<file path="src/rtl/mem_port_arbiter_if.sv">
// Bus bundle for mem_port_arbiter: the IF-stage fetch port, the MEM-stage data port
// and the shared single-port external memory. The arbiter uses the slave modport.
interface mem_port_arbiter_if #(
  parameter int ADDR_W = 32,
  parameter int DATA_W = 32
);
  logic                  i_req;
  logic [ADDR_W-1:0]     i_addr;
  logic [DATA_W-1:0]     i_rdata;
  logic                  i_ready;
  logic                  i_stall;

  logic                  d_req;
  logic                  d_we;
  logic [ADDR_W-1:0]     d_addr;
  logic [DATA_W-1:0]     d_wdata;
  logic [DATA_W/8-1:0]   d_wstrb;
  logic [DATA_W-1:0]     d_rdata;
  logic                  d_ready;
  logic                  d_stall;

  logic                  mem_en;
  logic                  mem_we;
  logic [ADDR_W-1:0]     mem_addr;
  logic [DATA_W-1:0]     mem_wdata;
  logic [DATA_W/8-1:0]   mem_wstrb;
  logic [DATA_W-1:0]     mem_rdata;

  logic                  busy;

  modport slave (
    input  i_req, i_addr,
    input  d_req, d_we, d_addr, d_wdata, d_wstrb,
    input  mem_rdata,
    output i_rdata, i_ready, i_stall,
    output d_rdata, d_ready, d_stall,
    output mem_en, mem_we, mem_addr, mem_wdata, mem_wstrb,
    output busy
  );

  modport master (
    output i_req, i_addr,
    output d_req, d_we, d_addr, d_wdata, d_wstrb,
    output mem_rdata,
    input  i_rdata, i_ready, i_stall,
    input  d_rdata, d_ready, d_stall,
    input  mem_en, mem_we, mem_addr, mem_wdata, mem_wstrb,
    input  busy
  );
endinterface

</file>
<file path="src/rtl/mem_port_arbiter.sv">
// Shares one fixed-latency single-port memory between the I and D ports (issue -> wait -> respond).
// Optional ARB_RR_EN: idle-state ties go to the port that was not granted last (default: D wins).
module mem_port_arbiter #(
  parameter int ADDR_W  = 32,
  parameter int DATA_W  = 32,
  parameter int MEM_LAT = 2
) (
  input  logic              clk,
  input  logic              rst,
  mem_port_arbiter_if.slave bus
);

  localparam int STRB_W = DATA_W / 8;
  localparam logic       PORT_I  = 1'b0;
  localparam logic       PORT_D  = 1'b1;
  localparam logic [3:0] LAT_CNT = 4'(MEM_LAT);

  typedef enum logic [1:0] {
    ST_IDLE  = 2'd0,
    ST_ISSUE = 2'd1,
    ST_WAIT  = 2'd2,
    ST_RESP  = 2'd3
  } state_e;

  state_e              state_q, state_d;
  logic                gnt_q, gnt_d;
  logic                acc_we_q, acc_we_d;
  logic [3:0]          cnt_q, cnt_d;
  logic                grant_s;
  logic                d_wins_s;
  logic                other_req_s;

  logic                mem_en_q, mem_en_d;
  logic                mem_we_q, mem_we_d;
  logic [ADDR_W-1:0]   mem_addr_q, mem_addr_d;
  logic [DATA_W-1:0]   mem_wdata_q, mem_wdata_d;
  logic [STRB_W-1:0]   mem_wstrb_q, mem_wstrb_d;
  logic [DATA_W-1:0]   i_rdata_q, i_rdata_d;
  logic [DATA_W-1:0]   d_rdata_q, d_rdata_d;
  logic                i_ready_q, i_ready_d;
  logic                d_ready_q, d_ready_d;
  logic                i_ready_s, d_ready_s;

  // From RESP only the port that was not just served may be granted.
  assign other_req_s = (gnt_q == PORT_D) ? bus.i_req : bus.d_req;

`ifdef ARB_RR_EN
  logic last_gnt_q;

  // Remembers the most recent grant so that idle ties alternate.
  always_ff @(posedge clk) begin
    if (rst) begin
      last_gnt_q <= PORT_I;
    end else if (grant_s) begin
      last_gnt_q <= gnt_d;
    end else begin
      last_gnt_q <= last_gnt_q;
    end
  end

  assign d_wins_s = (last_gnt_q == PORT_I);
`else
  assign d_wins_s = 1'b1;
`endif

  // State and registered-output flops; reset abandons any access in flight.
  always_ff @(posedge clk) begin
    if (rst) begin
      state_q     <= ST_IDLE;
      gnt_q       <= PORT_I;
      acc_we_q    <= 1'b0;
      cnt_q       <= 4'd0;
      mem_en_q    <= 1'b0;
      mem_we_q    <= 1'b0;
      mem_addr_q  <= '0;
      mem_wdata_q <= '0;
      mem_wstrb_q <= '0;
      i_rdata_q   <= '0;
      d_rdata_q   <= '0;
      i_ready_q   <= 1'b0;
      d_ready_q   <= 1'b0;
    end else begin
      state_q     <= state_d;
      gnt_q       <= gnt_d;
      acc_we_q    <= acc_we_d;
      cnt_q       <= cnt_d;
      mem_en_q    <= mem_en_d;
      mem_we_q    <= mem_we_d;
      mem_addr_q  <= mem_addr_d;
      mem_wdata_q <= mem_wdata_d;
      mem_wstrb_q <= mem_wstrb_d;
      i_rdata_q   <= i_rdata_d;
      d_rdata_q   <= d_rdata_d;
      i_ready_q   <= i_ready_d;
      d_ready_q   <= d_ready_d;
    end
  end

  // Next-state and grant selection.
  always_comb begin
    state_d = state_q;
    gnt_d   = gnt_q;
    grant_s = 1'b0;
    case (state_q)
      ST_IDLE: begin
        if (bus.i_req || bus.d_req) begin
          grant_s = 1'b1;
          gnt_d   = (bus.d_req && (d_wins_s || !bus.i_req)) ? PORT_D : PORT_I;
          state_d = ST_ISSUE;
        end else begin
          state_d = ST_IDLE;
        end
      end
      ST_ISSUE: begin
        state_d = ST_WAIT;
      end
      ST_WAIT: begin
        if (cnt_q == 4'd1) begin
          state_d = ST_RESP;
        end else begin
          state_d = ST_WAIT;
        end
      end
      ST_RESP: begin
        if (other_req_s) begin
          grant_s = 1'b1;
          gnt_d   = ~gnt_q;
          state_d = ST_ISSUE;
        end else begin
          state_d = ST_IDLE;
        end
      end
      default: begin
        state_d = ST_IDLE;
      end
    endcase
  end

  // Next values of the registered memory command, latency counter and port responses.
  always_comb begin
    cnt_d       = cnt_q;
    acc_we_d    = acc_we_q;
    mem_en_d    = 1'b0;
    mem_we_d    = 1'b0;
    mem_addr_d  = mem_addr_q;
    mem_wdata_d = mem_wdata_q;
    mem_wstrb_d = mem_wstrb_q;
    i_rdata_d   = i_rdata_q;
    d_rdata_d   = d_rdata_q;
    i_ready_d   = 1'b0;
    d_ready_d   = 1'b0;

    if (grant_s) begin
      mem_en_d = 1'b1;
      if (gnt_d == PORT_D) begin
        mem_we_d    = bus.d_we;
        acc_we_d    = bus.d_we;
        mem_addr_d  = bus.d_addr;
        mem_wdata_d = bus.d_we ? bus.d_wdata : '0;
        mem_wstrb_d = bus.d_we ? bus.d_wstrb : '0;
      end else begin
        mem_we_d    = 1'b0;
        acc_we_d    = 1'b0;
        mem_addr_d  = bus.i_addr;
        mem_wdata_d = '0;
        mem_wstrb_d = '0;
      end
    end else begin
      mem_en_d = 1'b0;
    end

    case (state_q)
      ST_ISSUE: begin
        cnt_d = LAT_CNT;
      end
      ST_WAIT: begin
        cnt_d = cnt_q - 4'd1;
        // mem_rdata is only valid in the final wait cycle.
        if (cnt_q == 4'd1) begin
          if (gnt_q == PORT_D) begin
            d_ready_d = 1'b1;
            d_rdata_d = acc_we_q ? d_rdata_q : bus.mem_rdata;
          end else begin
            i_ready_d = 1'b1;
            i_rdata_d = bus.mem_rdata;
          end
        end else begin
          i_ready_d = 1'b0;
          d_ready_d = 1'b0;
        end
      end
      default: begin
        cnt_d = cnt_q;
      end
    endcase
  end

  // A requester that illegally dropped its request sees no completion pulse.
  assign i_ready_s     = i_ready_q & bus.i_req;
  assign d_ready_s     = d_ready_q & bus.d_req;

  assign bus.i_ready   = i_ready_s;
  assign bus.d_ready   = d_ready_s;
  assign bus.i_rdata   = i_rdata_q;
  assign bus.d_rdata   = d_rdata_q;
  assign bus.i_stall   = bus.i_req & ~i_ready_s;
  assign bus.d_stall   = bus.d_req & ~d_ready_s;
  assign bus.mem_en    = mem_en_q;
  assign bus.mem_we    = mem_we_q;
  assign bus.mem_addr  = mem_addr_q;
  assign bus.mem_wdata = mem_wdata_q;
  assign bus.mem_wstrb = mem_wstrb_q;
  assign bus.busy      = (state_q != ST_IDLE);

endmodule
</file>
<file path="src/flat_wrapper.sv">
// flat-port wrapper written by rule: the top's interface ports become plain ports
module mem_port_arbiter_flat 
#(
  parameter int ADDR_W  = 32,
  parameter int DATA_W  = 32,
  parameter int MEM_LAT = 2
)
  (clk, rst, bus_i_req, bus_i_addr, bus_d_req, bus_d_we, bus_d_addr, bus_d_wdata, bus_d_wstrb, bus_mem_rdata, bus_i_rdata, bus_i_ready, bus_i_stall, bus_d_rdata, bus_d_ready, bus_d_stall, bus_mem_en, bus_mem_we, bus_mem_addr, bus_mem_wdata, bus_mem_wstrb, bus_busy);
  mem_port_arbiter_if #(.ADDR_W(ADDR_W), .DATA_W(DATA_W)) bus_i ();
  input  logic clk;
  input  logic rst;
  input wire logic [$bits(bus_i.i_req)-1:0] bus_i_req;
  input wire logic [$bits(bus_i.i_addr)-1:0] bus_i_addr;
  input wire logic [$bits(bus_i.d_req)-1:0] bus_d_req;
  input wire logic [$bits(bus_i.d_we)-1:0] bus_d_we;
  input wire logic [$bits(bus_i.d_addr)-1:0] bus_d_addr;
  input wire logic [$bits(bus_i.d_wdata)-1:0] bus_d_wdata;
  input wire logic [$bits(bus_i.d_wstrb)-1:0] bus_d_wstrb;
  input wire logic [$bits(bus_i.mem_rdata)-1:0] bus_mem_rdata;
  output wire logic [$bits(bus_i.i_rdata)-1:0] bus_i_rdata;
  output wire logic [$bits(bus_i.i_ready)-1:0] bus_i_ready;
  output wire logic [$bits(bus_i.i_stall)-1:0] bus_i_stall;
  output wire logic [$bits(bus_i.d_rdata)-1:0] bus_d_rdata;
  output wire logic [$bits(bus_i.d_ready)-1:0] bus_d_ready;
  output wire logic [$bits(bus_i.d_stall)-1:0] bus_d_stall;
  output wire logic [$bits(bus_i.mem_en)-1:0] bus_mem_en;
  output wire logic [$bits(bus_i.mem_we)-1:0] bus_mem_we;
  output wire logic [$bits(bus_i.mem_addr)-1:0] bus_mem_addr;
  output wire logic [$bits(bus_i.mem_wdata)-1:0] bus_mem_wdata;
  output wire logic [$bits(bus_i.mem_wstrb)-1:0] bus_mem_wstrb;
  output wire logic [$bits(bus_i.busy)-1:0] bus_busy;
  assign bus_i.i_req = bus_i_req;
  assign bus_i.i_addr = bus_i_addr;
  assign bus_i.d_req = bus_d_req;
  assign bus_i.d_we = bus_d_we;
  assign bus_i.d_addr = bus_d_addr;
  assign bus_i.d_wdata = bus_d_wdata;
  assign bus_i.d_wstrb = bus_d_wstrb;
  assign bus_i.mem_rdata = bus_mem_rdata;
  assign bus_i_rdata = bus_i.i_rdata;
  assign bus_i_ready = bus_i.i_ready;
  assign bus_i_stall = bus_i.i_stall;
  assign bus_d_rdata = bus_i.d_rdata;
  assign bus_d_ready = bus_i.d_ready;
  assign bus_d_stall = bus_i.d_stall;
  assign bus_mem_en = bus_i.mem_en;
  assign bus_mem_we = bus_i.mem_we;
  assign bus_mem_addr = bus_i.mem_addr;
  assign bus_mem_wdata = bus_i.mem_wdata;
  assign bus_mem_wstrb = bus_i.mem_wstrb;
  assign bus_busy = bus_i.busy;
  mem_port_arbiter #(.ADDR_W(ADDR_W), .DATA_W(DATA_W), .MEM_LAT(MEM_LAT)) u_core (.clk(clk), .rst(rst), .bus(bus_i));
endmodule
</file>
<file path="config.mk">
export PLATFORM = sky130hd
export DESIGN_NAME = mem_port_arbiter_flat
export DESIGN_NICKNAME = d
export VERILOG_FILES = /design/src/rtl/mem_port_arbiter_if.sv /design/src/rtl/mem_port_arbiter.sv /design/src/flat_wrapper.sv
export SDC_FILE = /design/constraint.sdc
export NUM_CORES = 1
export LEC_CHECK = 0
export CORE_ASPECT_RATIO = 1.4
export CORE_MARGIN = 3
export CORE_UTILIZATION = 44
export DETAILED_ROUTE_END_ITERATION = 10
export GPL_TIMING_DRIVEN = 0
export PLACE_DENSITY = 0.84
export SETUP_SLACK_MARGIN = 0.5
export SLEW_MARGIN = 10
export SYNTH_ARGS = -nofsm -noshare
export SYNTH_HDL_FRONTEND = slang
export SYNTH_SLANG_ARGS = --single-unit
</file>
<file path="constraint.sdc">
create_clock -name clk -period 4.22 [get_ports clk]
set_input_delay 1.055 -clock clk [delete_from_list [all_inputs] [get_ports clk]]
set_output_delay 1.055 -clock clk [all_outputs]
set_load 0.005 [all_outputs]
</file>
---- Word-level counts from Yosys, hierarchy flattened ----
Index checks and enable logic that the tools add are counted.
storage, ports and cells
  bits in latches ......................... 0
  bits in registers ....................... 144
  memory bits (read-only) ................. 0
  memories kept ........................... 0
  RAM bits ................................ 0
  input port bits ......................... 137
cells by class
  multiply operators ...................... 0
  equality and inequality tests ........... 4
  reductions and logical operators ........ 8
  add/sub/neg operators ................... 1
  divide/modulo/power cells ............... 0
  magnitude comparators ................... 0
  multiplexer cells ....................... 22
  bitwise operators ....................... 11
  shift-type cells ........................ 0
operators with widths
  kind                                                  count
  2-to-1 mux 32 bit                                     3
  2-to-1 mux 1 bit                                      13
  2-to-1 mux 4 bit                                      2
  one-hot mux 2 bit (4 select lines)                    1
  one-hot mux 4 bit (2 select lines)                    1
  NOT 1 bit                                             7
  bitwise AND 1 bit                                     4
  equality test 2 bit (second input constant)           2
  equality test 4 x 1 -> 1 bit (second input constant)  1
  one-hot mux 1 bit (2 select lines)                    2
  AND reduction 4 bit                                   1
  nonzero test 2 bit                                    2
  subtractor 4 x 1 -> 4 bit (second input constant)     1
  AND reduction 3 bit                                   1
  OR reduction 3 bit                                    1
  equality test 2 x 1 -> 1 bit (second input constant)  1
  logical NOT 2 bit                                     1
  OR reduction 2 bit                                    1
  logical OR 1 bit                                      1

---- Depth between registers and ports, before layout ----
  word-level depth ........................ 5
  gate-level depth with buffers ........... 9
  mapped depth without buffers ............ 7

---- Worst setup path before layout ----
No wires, ideal clock.
  path type ............................... in2out
  start ................................... input port bus_d_req
  end ..................................... output port bus_d_stall
  data required time ...................... 3.165 ns
  path slack .............................. 1.979 ns
  stages on the path ...................... 1
  arrival ................................. 1.186 ns
  cell sequence ........................... nor2b_1
on the way
  longest elaborated chain between the ends .. 3
RTL lines
  item                 line                     RTL
  from (decl)          flat_wrapper.sv:14       input wire logic [$bits(bus_i.d_req)-1:0] bus_d_req;
  bitwise AND 1 bit    mem_port_arbiter.sv:200  assign d_ready_s = d_ready_q & bus.d_req;
  NOT 1 bit            mem_port_arbiter.sv:207  assign bus.d_stall = bus.d_req & ~d_ready_s;
  bitwise AND 1 bit *  mem_port_arbiter.sv:207
  to (decl)            flat_wrapper.sv:25       output wire logic [$bits(bus_i.d_stall)-1:0] bus_d_stall;
Mark *: on every way between the ends. The rest lies on a longest branch, timed or not.

---- Worst setup path after layout ----
Ends and elaborated chain as after synthesis.

==> metrics.md <==
| Metric | Value |
|---|---|
| Number of sinks driven by the clock tree | `144` |
| Crit path max-delay family | `buffers and inverters` |
| Die area | `14700 µm²` |
| Clock-pin slew reported for the worst setup and hold paths after clock tree synthesis | `0.06 ns` |
| Overall via count from detail_route | `5948` |
| Later-pin clock latency in the skew report | `0.41 ns` |
| Crit path max-delay cell type | `sky130_fd_sc_hd__clkdlybuf4s50_1` |
| Required time reported for the critical path endpoint | `3.16 ns` |
| Via density per instance | `about 5.1` |
| FF-to-FF Start | `u_core.state_q[1]` |
| Starting utilization of the core area | `a little under half` |
| Layout net count | `1124` |
| Global-route wire length before repair | `just under 30000 µm` |
| Capturing point of the worst reg2reg path | `u_core.bus.mem_wdata[4]` |
| Worst hold path depth | `2` |
| Iteration-0 DRC count of the detailed router | `169` |
| Clock root buffer master | `sky130_fd_sc_hd__clkbuf_16` |
| Nature of the critical path startpoint | `primary input` |
| Min-Delay Path Class | `flop to flop` |
| Worst setup path category | `primary input to output pin` |
| Max-slew violation count | `0` |
| Placeable core area | `12900 µm²` |
| Clock period minus worst slack | `3.34 ns` |
| Clock tree from TritonCTS | `built` |
| Worst vdd rail ir drop | `around 280 µV` |
| Most area-hungry cell type in the Yosys netlist | `sky130_fd_sc_hd__dfxtp_1` |
| Standby leakage power | `0.00325 µW` |
| Detailed-placement wirelength estimate | `14500 µm` |
| Chip Height | `about 140 µm` |
| Number of routed nets with antenna violations | `0` |
| Setup slack of the worst register-to-register path | `about 1.8 ns` |
| Number of levels in the clock H-tree | `4` |
| Post_cts resized | `0` |
| DR WL/cell | `16.2 µm` |
| Count of filler cells inserted in the layout | `994` |
| Final Skew | `0.0101 ns` |
| Buffer and inverter count on the worst path | `2` |
| Seq/Total Area, Yosys | `49.3%` |
| Combined area of all synthesized cells | `5850 µm²` |
| Hold Path Origin | `u_core.bus.i_rdata[5]` |
| Net count of the mapped netlist | `832` |
| Seq cells post-synth | `144` |
| Number of violations of the max-capacitance limit | `0` |
| Die Wd | `103 µm` |
| Share of the synthesized area in the top cell type | `49.3%` |
| Slew at the pin closest to its max-slew limit | `around 0.7 ns` |
| Aggregate routed wire length | `19000 µm` |
| Total power density per cell area | `between 400 and 500 nW/µm²` |
| Setup TNS | `0 ns` |
| Total I/O pin count | `276` |
| Number of failing setup endpoints in the final timing report | `0` |
| Cell Chain, Critical Path | `clkdlybuf4s50_1 -> nor2b_1 -> clkdlybuf4s50_1` |
| Maximum number of pins on one net before global-route repair | `17` |
| Total DRC errors in the routed layout | `0` |
| Final hold violation count | `0` |
| Synthesized area per cell | `between 8 and 9 µm²` |
| Peak clock frequency supported by timing | `299 MHz` |
| Reg2Reg Depth | `9` |
| Worst slack after detailed placement | `0.868 ns` |
| Vias in the first global route | `5957` |
| Global-route total usage across every layer | `around a quarter` |
| Endpoint with the worst hold slack | `u_core.bus.i_rdata[5]` |
| Netlist cell types | `32` |
| Fraction of final layout cells with drive strength greater than 1 | `10.5%` |
| Setup Fix Bufs, Post-CTS | `0` |
| Arrival time at the worst endpoint | `2.29 ns` |
| Kind of end point of the critical path | `output pin` |
| Hold_buf cts | `0` |
| Area contributors post-synth | `sky130_fd_sc_hd__dfxtp_1, sky130_fd_sc_hd__nand2_1, sky130_fd_sc_hd__a21oi_1` |
| Final worst path period share | `79.2%` |
| Count of buffers inserted at the top-level ports | `273` |
| Number of warnings printed during yosys synthesis | `0` |
| RSZ-0062 raised after global routing | `false` |
| Worst-path maximum fanout | `6` |
| Diode insertion count for antenna repair | `0` |
| Total CTS buffers | `17` |
| Post-route setup slack | `between 0.8 and 0.9 ns` |
| Antenna violations before repair | `0` |
| Crit path top cell by count | `sky130_fd_sc_hd__clkdlybuf4s50_1` |
| Post-synthesis to final-layout area growth | `60.1%` |
| Max-slew headroom | `a little over half` |
| Sum of overflow across all layers after global routing | `0` |
| Gate count of the mapped netlist | `roughly 700` |
| Total number of placement rows | `roughly 50` |
| Number of search-and-repair iterations in the first detailed-routing pass | `4` |
| Outcome | `finished clean` |
| Largest incremental delay on the critical path | `0.57 ns` |
| Final GP Congestion | `0.833` |
| Max clock buf depth | `2` |
-- worst reg2reg max path, stage by stage, from the launching register on --
cell and delay [ns]:
sky130_fd_sc_hd__dfxtp_1 0.38, sky130_fd_sc_hd__inv_1 0.06, sky130_fd_sc_hd__ha_1 0.30, sky130_fd_sc_hd__buf_4 0.18, sky130_fd_sc_hd__inv_2 0.07, sky130_fd_sc_hd__a21oi_1 0.08, sky130_fd_sc_hd__a211oi_2 0.54, sky130_fd_sc_hd__buf_2 0.36
sky130_fd_sc_hd__nand4_1 0.14, sky130_fd_sc_hd__a21oi_1 0.21
-- state kept, by name, summed over array words and instances, names as in the netlist, 2 cells and up --
signal,flops
u_core.cnt_q,4
u_core.bus.mem_addr,32
u_core.state_q,2
u_core.bus.mem_wdata,32
u_core.bus.d_rdata,32
u_core.bus.i_rdata,32
u_core.bus.mem_wstrb,4
-- worst max-delay path by stage --
stage | from | end | cells after the start
after detailed placement | bus_d_req | bus_d_stall | 3
final | bus_d_req | bus_d_stall | 3
after global routing | bus_d_req | bus_d_stall | 3
after CTS | bus_d_req | bus_d_stall | 3
after global placement | bus_d_req | bus_d_stall | 3
after floorplan | bus_d_req | bus_d_stall | 1
-- through the flow --
step	total power (µW)	hold slack, ns	instance area (µm²)	utilization (%)	cells
finish	4030	0.452	9370	72.4	1173
global route	4200	0.473	9370	72.4	1173
CTS	4050	0.454	9370	72.4	1173
detailed placement	2640	0.446	8810	68.1	1141
global placement	2620	0.441	8810	68.1	1141
floorplan	2140	0.434	5850	-	690
-- kinds of logic after synthesis --
group | synth area share [%]
fa+ha+maj | 1.07
compound gates | 18.2
mux | 0.192
buf+inv | 6.31
simple gates | 24.9
flops | 49.3
-- routing by layer --
metal	track usage [%]	routed length [µm]	vias up
met5	0	0	-
met3	7.60	1330	31
met4	8.87	432	0
met1	27.2	6950	2767
met2	46.7	10300	221
li1	-	-	2929
-- layout by cell type, fill, tap and decap left out, types with 2 or more instances in the layout --
cell type / netlist / routed
sky130_fd_sc_hd__o21ai_0: 3 / 3
sky130_fd_sc_hd__buf_4: 3 / 3
sky130_fd_sc_hd__buf_2: 22 / 22
sky130_fd_sc_hd__a21oi_1: 105 / 105
sky130_fd_sc_hd__nor3_2: 2 / 2
sky130_fd_sc_hd__nand3_1: 2 / 2
sky130_fd_sc_hd__clkdlybuf4s50_1: 0 / 273
sky130_fd_sc_hd__inv_1: 6 / 6
sky130_fd_sc_hd__inv_6: 0 / 3
sky130_fd_sc_hd__inv_2: 2 / 2
sky130_fd_sc_hd__nand2_1: 197 / 197
sky130_fd_sc_hd__nor3_1: 2 / 2
sky130_fd_sc_hd__clkinv_4: 0 / 4
sky130_fd_sc_hd__inv_8: 0 / 3
sky130_fd_sc_hd__nand2b_1: 38 / 38
sky130_fd_sc_hd__nor2_1: 38 / 38
sky130_fd_sc_hd__a311oi_1: 2 / 2
sky130_fd_sc_hd__clkbuf_16: 0 / 17
sky130_fd_sc_hd__nand4_1: 36 / 36
sky130_fd_sc_hd__clkbuf_1: 25 / 25
sky130_fd_sc_hd__ha_1: 5 / 5
sky130_fd_sc_hd__a311oi_2: 31 / 31
sky130_fd_sc_hd__nor2b_1: 4 / 4
sky130_fd_sc_hd__buf_6: 10 / 10
sky130_fd_sc_hd__clkinvlp_4: 0 / 3
sky130_fd_sc_hd__and2_1: 2 / 2
sky130_fd_sc_hd__dfxtp_1: 144 / 144
-- area by class of cell --
class	instances	area, µm²	share of cell area (%)
clock buffer	18	439	4.69
timing repair buffer	273	2730	29.2
sequential	144	2880	30.8
clock inverter	14	123	1.31
multi-input combinational	478	2600	27.8
tap	178	223	2.38
buffer	60	339	3.62
inverter	8	30.0	0.321
-- Yosys cell counts --
master / count
sky130_fd_sc_hd__nor2b_1: 4
sky130_fd_sc_hd__and3_1: 1
sky130_fd_sc_hd__buf_6: 10
sky130_fd_sc_hd__clkbuf_1: 25
sky130_fd_sc_hd__a311oi_1: 2
sky130_fd_sc_hd__nor3_2: 2
sky130_fd_sc_hd__nand2_1: 197
sky130_fd_sc_hd__a211oi_2: 1
sky130_fd_sc_hd__a211o_1: 1
sky130_fd_sc_hd__o21ai_1: 1
sky130_fd_sc_hd__buf_2: 22
sky130_fd_sc_hd__nand4_1: 36
sky130_fd_sc_hd__buf_4: 3
sky130_fd_sc_hd__nand3b_1: 1
sky130_fd_sc_hd__nand2b_1: 38
sky130_fd_sc_hd__inv_2: 2
sky130_fd_sc_hd__nand4b_1: 1
sky130_fd_sc_hd__nand3_1: 2
sky130_fd_sc_hd__o21ai_0: 3
sky130_fd_sc_hd__dfxtp_1: 144
sky130_fd_sc_hd__mux2_1: 1
sky130_fd_sc_hd__a32oi_1: 1
sky130_fd_sc_hd__a21oi_1: 105
sky130_fd_sc_hd__inv_1: 6
sky130_fd_sc_hd__ha_1: 5
sky130_fd_sc_hd__or3_1: 1
sky130_fd_sc_hd__a21oi_2: 1
sky130_fd_sc_hd__nor2_1: 38
sky130_fd_sc_hd__nor3_1: 2
sky130_fd_sc_hd__and2_1: 2
sky130_fd_sc_hd__and2b_1: 1
sky130_fd_sc_hd__a311oi_2: 31
-- where the power goes --
group / internal (µW) / total (µW) / switching [µW]
logic: 543 / 1080 / 541
clock network: 787 / 1420 / 631
registers: 1470 / 1530 / 60.5
Power figures use the tool's default switching activity.
